### src/rtl/hilo_pkg.sv
// Shared types for the speculative HI/LO buffer: write-enable encoding and the queue entry.
package hilo_pkg;

    typedef logic [1:0] hilo_we_t;

    localparam hilo_we_t HILO_WE_HI   = 2'b10;
    localparam hilo_we_t HILO_WE_LO   = 2'b01;
    localparam hilo_we_t HILO_WE_BOTH = 2'b11;

    localparam int unsigned HILO_DW = 32;

    // Entry at the default width; the top builds the same layout at its own DW.
    typedef struct packed {
        hilo_we_t           we;
        logic [HILO_DW-1:0] hi;
        logic [HILO_DW-1:0] lo;
    } hilo_entry_t;

    function automatic logic we_has_hi(hilo_we_t we);
        return we[1];
    endfunction

    function automatic logic we_has_lo(hilo_we_t we);
        return we[0];
    endfunction

endpackage

### src/rtl/hilo_spec_buf_if.sv
// MEM/WB/ID-facing signal bundle of the speculative HI/LO buffer.
interface hilo_spec_buf_if #(
    parameter int unsigned DW = 32,
    parameter int unsigned CW = 2
);
    import hilo_pkg::*;

    logic          spec_valid_i;
    hilo_we_t      spec_we_i;
    logic [DW-1:0] spec_hi_i;
    logic [DW-1:0] spec_lo_i;
    logic          spec_ready_o;
    logic          commit_i;
    logic          flush_i;
    logic [DW-1:0] rd_hi_o;
    logic [DW-1:0] rd_lo_o;
    logic [DW-1:0] arch_hi_o;
    logic [DW-1:0] arch_lo_o;
    logic [CW-1:0] pend_cnt_o;
    logic          err_o;

    modport master (
        output spec_valid_i, spec_we_i, spec_hi_i, spec_lo_i, commit_i, flush_i,
        input  spec_ready_o, rd_hi_o, rd_lo_o, arch_hi_o, arch_lo_o, pend_cnt_o, err_o
    );

    modport slave (
        input  spec_valid_i, spec_we_i, spec_hi_i, spec_lo_i, commit_i, flush_i,
        output spec_ready_o, rd_hi_o, rd_lo_o, arch_hi_o, arch_lo_o, pend_cnt_o, err_o
    );

endinterface

### src/rtl/hilo_fwd_sel.sv
// Youngest-match search over the pending queue for one half (HI or LO); falls back to arch.
module hilo_fwd_sel #(
    parameter int unsigned DW    = 32,
    parameter int unsigned DEPTH = 2,
    parameter int unsigned PW    = $clog2(DEPTH),
    parameter int unsigned CW    = $clog2(DEPTH + 1)
) (
    input  logic [DEPTH-1:0]         we,
    input  logic [DEPTH-1:0][DW-1:0] data,
    input  logic [PW-1:0]            head,
    input  logic [CW-1:0]            count,
    input  logic [DW-1:0]            arch,
    output logic [DW-1:0]            sel
);

    logic [PW-1:0] idx;

    // Walk oldest to youngest so the last hit (the youngest) wins.
    always_comb begin
        sel = arch;
        idx = '0;
        for (int k = 0; k < DEPTH; k++) begin
            idx = head + PW'(k);
            if ((CW'(k) < count) && we[idx]) begin
                sel = data[idx];
            end
        end
    end

endmodule

### src/rtl/hilo_spec_buf.sv
// Architectural HI/LO with an in-order queue of speculative writes: push from MEM,
// retire on WB commit, drop on flush, and forward the youngest pending value to ID.
module hilo_spec_buf
    import hilo_pkg::*;
#(
    parameter int unsigned DW    = 32,
    parameter int unsigned DEPTH = 2,
    parameter int unsigned CW    = $clog2(DEPTH + 1)
) (
    input logic           clk_i,
    input logic           rst_i,
    hilo_spec_buf_if.slave bus
);

    localparam int unsigned PW = $clog2(DEPTH);

    typedef struct packed {
        hilo_we_t      we;
        logic [DW-1:0] hi;
        logic [DW-1:0] lo;
    } entry_t;

    entry_t        mem_q [DEPTH];
    logic [PW-1:0] head_q, tail_q;
    logic [CW-1:0] count_q;
    logic [DW-1:0] arch_hi_q, arch_lo_q;
    logic          err_q;

    logic full, push_acc, commit_acc, push_err, commit_err;
    entry_t head_entry;

    assign full       = (count_q == CW'(DEPTH));
    assign push_acc   = bus.spec_valid_i && !full && !bus.flush_i;
    assign commit_acc = bus.commit_i && (count_q != '0);
    // A push collides with flush silently; only a genuine overflow is an error.
    assign push_err   = bus.spec_valid_i && full && !bus.flush_i;
    assign commit_err = bus.commit_i && (count_q == '0);
    assign head_entry = mem_q[head_q];

    always_ff @(posedge clk_i or posedge rst_i) begin
        if (rst_i) begin
            head_q    <= '0;
            tail_q    <= '0;
            count_q   <= '0;
            arch_hi_q <= '0;
            arch_lo_q <= '0;
            err_q     <= 1'b0;
        end else begin
            if (commit_acc) begin
                if (we_has_hi(head_entry.we)) arch_hi_q <= head_entry.hi;
                if (we_has_lo(head_entry.we)) arch_lo_q <= head_entry.lo;
            end
            if (bus.flush_i) begin
                head_q  <= '0;
                tail_q  <= '0;
                count_q <= '0;
            end else begin
                if (push_acc)   tail_q <= tail_q + 1'b1;
                if (commit_acc) head_q <= head_q + 1'b1;
                count_q <= count_q + CW'(push_acc) - CW'(commit_acc);
            end
            if (push_err || commit_err) err_q <= 1'b1;
        end
    end

    // Payload storage needs no reset: only slots covered by count are ever read.
    always_ff @(posedge clk_i) begin
        if (push_acc) begin
            mem_q[tail_q] <= '{we: bus.spec_we_i, hi: bus.spec_hi_i, lo: bus.spec_lo_i};
        end
    end

    logic [DEPTH-1:0]         we_hi, we_lo;
    logic [DEPTH-1:0][DW-1:0] data_hi, data_lo;

    always_comb begin
        we_hi   = '0;
        we_lo   = '0;
        data_hi = '0;
        data_lo = '0;
        for (int k = 0; k < DEPTH; k++) begin
            we_hi[k]   = we_has_hi(mem_q[k].we);
            we_lo[k]   = we_has_lo(mem_q[k].we);
            data_hi[k] = mem_q[k].hi;
            data_lo[k] = mem_q[k].lo;
        end
    end

    hilo_fwd_sel #(.DW(DW), .DEPTH(DEPTH), .PW(PW), .CW(CW)) u_fwd_hi (
        .we    (we_hi),
        .data  (data_hi),
        .head  (head_q),
        .count (count_q),
        .arch  (arch_hi_q),
        .sel   (bus.rd_hi_o)
    );

    hilo_fwd_sel #(.DW(DW), .DEPTH(DEPTH), .PW(PW), .CW(CW)) u_fwd_lo (
        .we    (we_lo),
        .data  (data_lo),
        .head  (head_q),
        .count (count_q),
        .arch  (arch_lo_q),
        .sel   (bus.rd_lo_o)
    );

    assign bus.spec_ready_o = !full;
    assign bus.arch_hi_o    = arch_hi_q;
    assign bus.arch_lo_o    = arch_lo_q;
    assign bus.pend_cnt_o   = count_q;
    assign bus.err_o        = err_q;

endmodule
### src/flat_wrapper.sv
// flat-port wrapper written by rule: the top's interface ports become plain ports
module hilo_spec_buf_flat import hilo_pkg::*;
#(
    parameter int unsigned DW    = 32,
    parameter int unsigned DEPTH = 2,
    parameter int unsigned CW    = $clog2(DEPTH + 1)
)
  (clk_i, rst_i, bus_spec_valid_i, bus_spec_we_i, bus_spec_hi_i, bus_spec_lo_i, bus_commit_i, bus_flush_i, bus_spec_ready_o, bus_rd_hi_o, bus_rd_lo_o, bus_arch_hi_o, bus_arch_lo_o, bus_pend_cnt_o, bus_err_o);
  hilo_spec_buf_if #(.DW(DW), .CW(CW)) bus_i ();
  input logic clk_i;
  input logic rst_i;
  input wire logic [$bits(bus_i.spec_valid_i)-1:0] bus_spec_valid_i;
  input wire logic [$bits(bus_i.spec_we_i)-1:0] bus_spec_we_i;
  input wire logic [$bits(bus_i.spec_hi_i)-1:0] bus_spec_hi_i;
  input wire logic [$bits(bus_i.spec_lo_i)-1:0] bus_spec_lo_i;
  input wire logic [$bits(bus_i.commit_i)-1:0] bus_commit_i;
  input wire logic [$bits(bus_i.flush_i)-1:0] bus_flush_i;
  output wire logic [$bits(bus_i.spec_ready_o)-1:0] bus_spec_ready_o;
  output wire logic [$bits(bus_i.rd_hi_o)-1:0] bus_rd_hi_o;
  output wire logic [$bits(bus_i.rd_lo_o)-1:0] bus_rd_lo_o;
  output wire logic [$bits(bus_i.arch_hi_o)-1:0] bus_arch_hi_o;
  output wire logic [$bits(bus_i.arch_lo_o)-1:0] bus_arch_lo_o;
  output wire logic [$bits(bus_i.pend_cnt_o)-1:0] bus_pend_cnt_o;
  output wire logic [$bits(bus_i.err_o)-1:0] bus_err_o;
  assign bus_i.spec_valid_i = bus_spec_valid_i;
  assign bus_i.spec_we_i = bus_spec_we_i;
  assign bus_i.spec_hi_i = bus_spec_hi_i;
  assign bus_i.spec_lo_i = bus_spec_lo_i;
  assign bus_i.commit_i = bus_commit_i;
  assign bus_i.flush_i = bus_flush_i;
  assign bus_spec_ready_o = bus_i.spec_ready_o;
  assign bus_rd_hi_o = bus_i.rd_hi_o;
  assign bus_rd_lo_o = bus_i.rd_lo_o;
  assign bus_arch_hi_o = bus_i.arch_hi_o;
  assign bus_arch_lo_o = bus_i.arch_lo_o;
  assign bus_pend_cnt_o = bus_i.pend_cnt_o;
  assign bus_err_o = bus_i.err_o;
  hilo_spec_buf #(.DW(DW), .DEPTH(DEPTH), .CW(CW)) u_core (.clk_i(clk_i), .rst_i(rst_i), .bus(bus_i));
endmodule
### config.mk
export PLATFORM = sky130hd
export DESIGN_NAME = hilo_spec_buf_flat
export DESIGN_NICKNAME = d
export VERILOG_FILES = /design/src/rtl/hilo_pkg.sv /design/src/rtl/hilo_spec_buf_if.sv /design/src/rtl/hilo_fwd_sel.sv /design/src/rtl/hilo_spec_buf.sv /design/src/flat_wrapper.sv
export SDC_FILE = /design/constraint.sdc
export NUM_CORES = 1
export LEC_CHECK = 0
export BUFFER_PORTS_ARGS = -buffer_cell sky130_fd_sc_hd__buf_2
export CAP_MARGIN = 20
export CORE_MARGIN = 5
export CORE_UTILIZATION = 56
export CTS_CLUSTER_DIAMETER = 30
export DETAILED_ROUTE_END_ITERATION = 7
export GPL_ROUTABILITY_DRIVEN = 0
export MAX_ROUTING_LAYER = met4
export PLACE_DENSITY = 0.81
export SYNTH_ARGS = -nofsm -noshare
export SYNTH_HDL_FRONTEND = slang
export SYNTH_SLANG_ARGS = --single-unit
export TNS_END_PERCENT = 20
### constraint.sdc
create_clock -name clk_i -period 7.65 [get_ports clk_i]
set_clock_uncertainty 0.2 [all_clocks]
set_input_delay 1.53 -clock clk_i [delete_from_list [all_inputs] [get_ports clk_i]]
set_output_delay 1.53 -clock clk_i [all_outputs]
set_load 0.02 [all_outputs]
==> results.yml <==
run_status:
  status: "finished clean"
finish:
  drive_gt1_share_pct: 42.4
  syn_to_final_growth_pct: 23.0
  fill_cells: 1303
  register_area_sq_um: 5690
  nets: 1038
  multi_input_area_sq_um: 4490
drt:
  vias: 7962
  drc: 0
  dr.first_iter.drc_count: 597
  wirelength_mm: 27.4
  routedWlPerCell_um: 22.2
  dr.pass1.iters: 5
  detail-route-antenna-nets: 0
  viasPerCell: 6.45
worst_setup_path:
  reg2reg_from: "u_core.head_q$_DFFE_PP0P_"
  critPathLaunch: "u_core.head_q$_DFFE_PP0P_"
  crit_arrival_ns: 3.07
  critPathCaptureType: "primary output"
  startpoint_type: "flop"
  worstSetupPathType: "reg -> out"
  critPathMaxFanout: 78
  critical_path_required_ns: 5.92
yosys:
  synth_area_leaders: "edfxtp_1, dfrtp_1, mux2_2, o2111a_1, o32a_1"
  synthCells: 785
  synth.avg_cell_area_sq_um: 13.4
  synth_enable_flop_cells: 132
  synth.area.mux_share_pct: 13.9
  synth_compound_area_share_pct: 13.6
  synth-simple-area-share_pct: 14.6
  synth_top_area_share_pct: 37.6
  yosysSeqAreaShare_pct: 54.0
  synth-xor-area-share_pct: 0.0831
  yosysUniqueCellTypes: 35
  async_flop_share_pct: 34.3
  synth_nets: 857
  netlist.top_cell.by_area: "edfxtp_1"
  synth.most_common_cell: "edfxtp_1"
  synth_seq_cells: 201
  synthAdderAreaFrac_pct: 0.119
  yosys_most_used_dff: "edfxtp_1"
  synth_top_family_by_area: "simple AND/OR/NAND/NOR gates"
  yosysWarnings: 0
  synth_area_sq_um: 10500
  synth_commonest_cells: "edfxtp_1, mux2_2, dfrtp_1"
clock_network:
  cts_resized: 0
  cts_tree: "done"
  hold_buffers: 0
  clockBufferDepth: 3
  clkSinkCount: 201
  cts_max_level: 2
  cts_setup_buffers: 0
  cts-root-buf: "clkbuf_16"
  clkLatencyLatePin_ns: 0.52
  cts_buffers: 41
  clkTransAtPathRegs_ns: 0.04
global_route:
  grt_usage_pct: 25.6
  grt_overflow: 0
  grt_pass1_vias: 8217
  grt_antenna_before_repair: 4
  grt_max_degree: 79
  grt_first_pass_wirelength_mm: 43.4
sta:
  tightest_slew_ns: 1.14
  timing.fmax_ghz: 0.209
  whs_ns: 0.266
  rsz0062_at_grt: "false"
  finalHoldViolations: 0
  drv_slew: 0
  period_share_pct: 62.7
  min_period_ns: 4.80
  finalSetupViolCount: 0
  setup-tns-final_ns: 0
  slew_headroom_pct: 23.8
worst_hold_path:
  holdCritPathClass: "reg -> reg"
  hold_start: "u_core.bus.err_o$_DFFE_PP0P_"
floorplanning:
  die_y_um: 147
  rows: 50
  top_level_ports: 203
  core-area_sq_um: 18600
  die_area_sq_um: 21700
  initial_core_util_pct: 56.5
  die_w_um: 147
place:
  port_buffers: 202
  dp_hpwl_mm: 16.4
run:
  drv_cap: 0
power_and_ir_drop:
  vdd_ir_drop_max_uv: 249
  power_leakage_nw: 4.63
  cellPowerDensity_nw_per_um2: 313
## path summary, 6_finish.rpt
path,to,cells after the start,slack (ns)
setup / recovery,bus_rd_hi_o[17],6,2.85
hold / removal,u_core.bus.err_o$_DFFE_PP0P_,1,0.27
setup reg to reg,u_core.bus.arch_lo_o[0]$_DFFE_PP0P_,3,4.88
hold reg to reg,u_core.bus.err_o$_DFFE_PP0P_,1,0.27
max in group asynchronous,u_core.head_q$_DFFE_PP0P_,4,5.73
min in group asynchronous,u_core.bus.arch_hi_o[22]$_DFFE_PP0P_,3,0.91
## kinds of logic after synthesis
group,count (synthesis)
xor gates and xnor gates,1
and+or+nand+nor,221
adders and majority gates,1
AOI/OAI and AO/OA,144
buffers and inverters,87
DFF,201
muxes,130
## where the power goes
part	switching (mW)	internal, mW	leakage, nW
Combinational	0.572	0.408	1.96
Clock	0.560	1.07	0.618
Sequential	0.131	1.32	2.05
Total	1.26	2.79	4.63
## metal layers
layer,GRT usage [%],vias up,wire length (um)
met1,31.3,3927,10900
met5,-,-,0
li1,-,3556,-
met4,10.5,0,1020
met3,4.04,86,1940
met2,42.6,393,13600
## state kept, by name, summed over array words and instances, names as in the netlist
name / count
u_core.bus.arch_lo_o: 32
u_core.mem_q: 132
u_core.bus.err_o: 1
u_core.tail_q: 1
u_core.bus.pend_cnt_o: 2
u_core.bus.arch_hi_o: 32
u_core.head_q: 1
## area by class of cell
type | count | share of cell area [%]
Multi-Input combinational cell | 497 | 34.7
Inverter | 5 | 0.155
Sequential cell | 201 | 44.0
Timing Repair Buffer | 220 | 9.00
Clock inverter | 23 | 1.59
Antenna cell | 4 | 0.0773
Tap cell | 234 | 2.26
Clock buffer | 51 | 8.29
## layout by cell type, fill, tap and decap left out, types with 2 or more instances in the layout
master	count
clkinvlp_4	4
bufinv_16	2
nand2_1	4
o2111a_1	63
clkinv_4	4
buf_4	17
clkinv_2	7
edfxtp_1	132
inv_1	4
nand2b_1	61
o32a_1	59
a21oi_1	4
mux2_1	3
o21ai_0	10
o211ai_1	2
nor2b_2	2
nor2_1	2
buf_2	202
inv_6	5
mux2i_1	2
and2_1	2
clkbuf_1	9
and3b_1	6
dfrtp_1	68
clkinv_1	2
mux2_2	125
nor2b_1	4
nand4b_1	63
o21ai_2	3
or3_1	65
diode_2	4
nor3b_1	5
clkbuf_16	41
nand2_2	2
nor2_4	2
## worst max-delay path: stages (launching register included)
cell and delay [ns]:
dfrtp_4 0.86, buf_4 0.75, nor2b_2 0.07, buf_4 0.27
nand4b_1 0.15, o2111a_1 0.25, buf_2 0.18
## stage by stage
step / utilization [%] / setup slack (ns) / instances / cell area (sq um) / total power, mW
floorplan: - / 0.420 / 785 / 10500 / 2.08
global placement: 62.4 / 3.44 / 1156 / 11600 / 2.42
detailed placement: 62.4 / 3.39 / 1156 / 11600 / 2.44
CTS: 69.3 / 2.85 / 1230 / 12900 / 4.08
global route: 69.5 / 2.66 / 1235 / 13000 / 4.21
finish: 69.5 / 2.85 / 1235 / 13000 / 4.05
No activity file was read; power rests on OpenSTA's default activity.
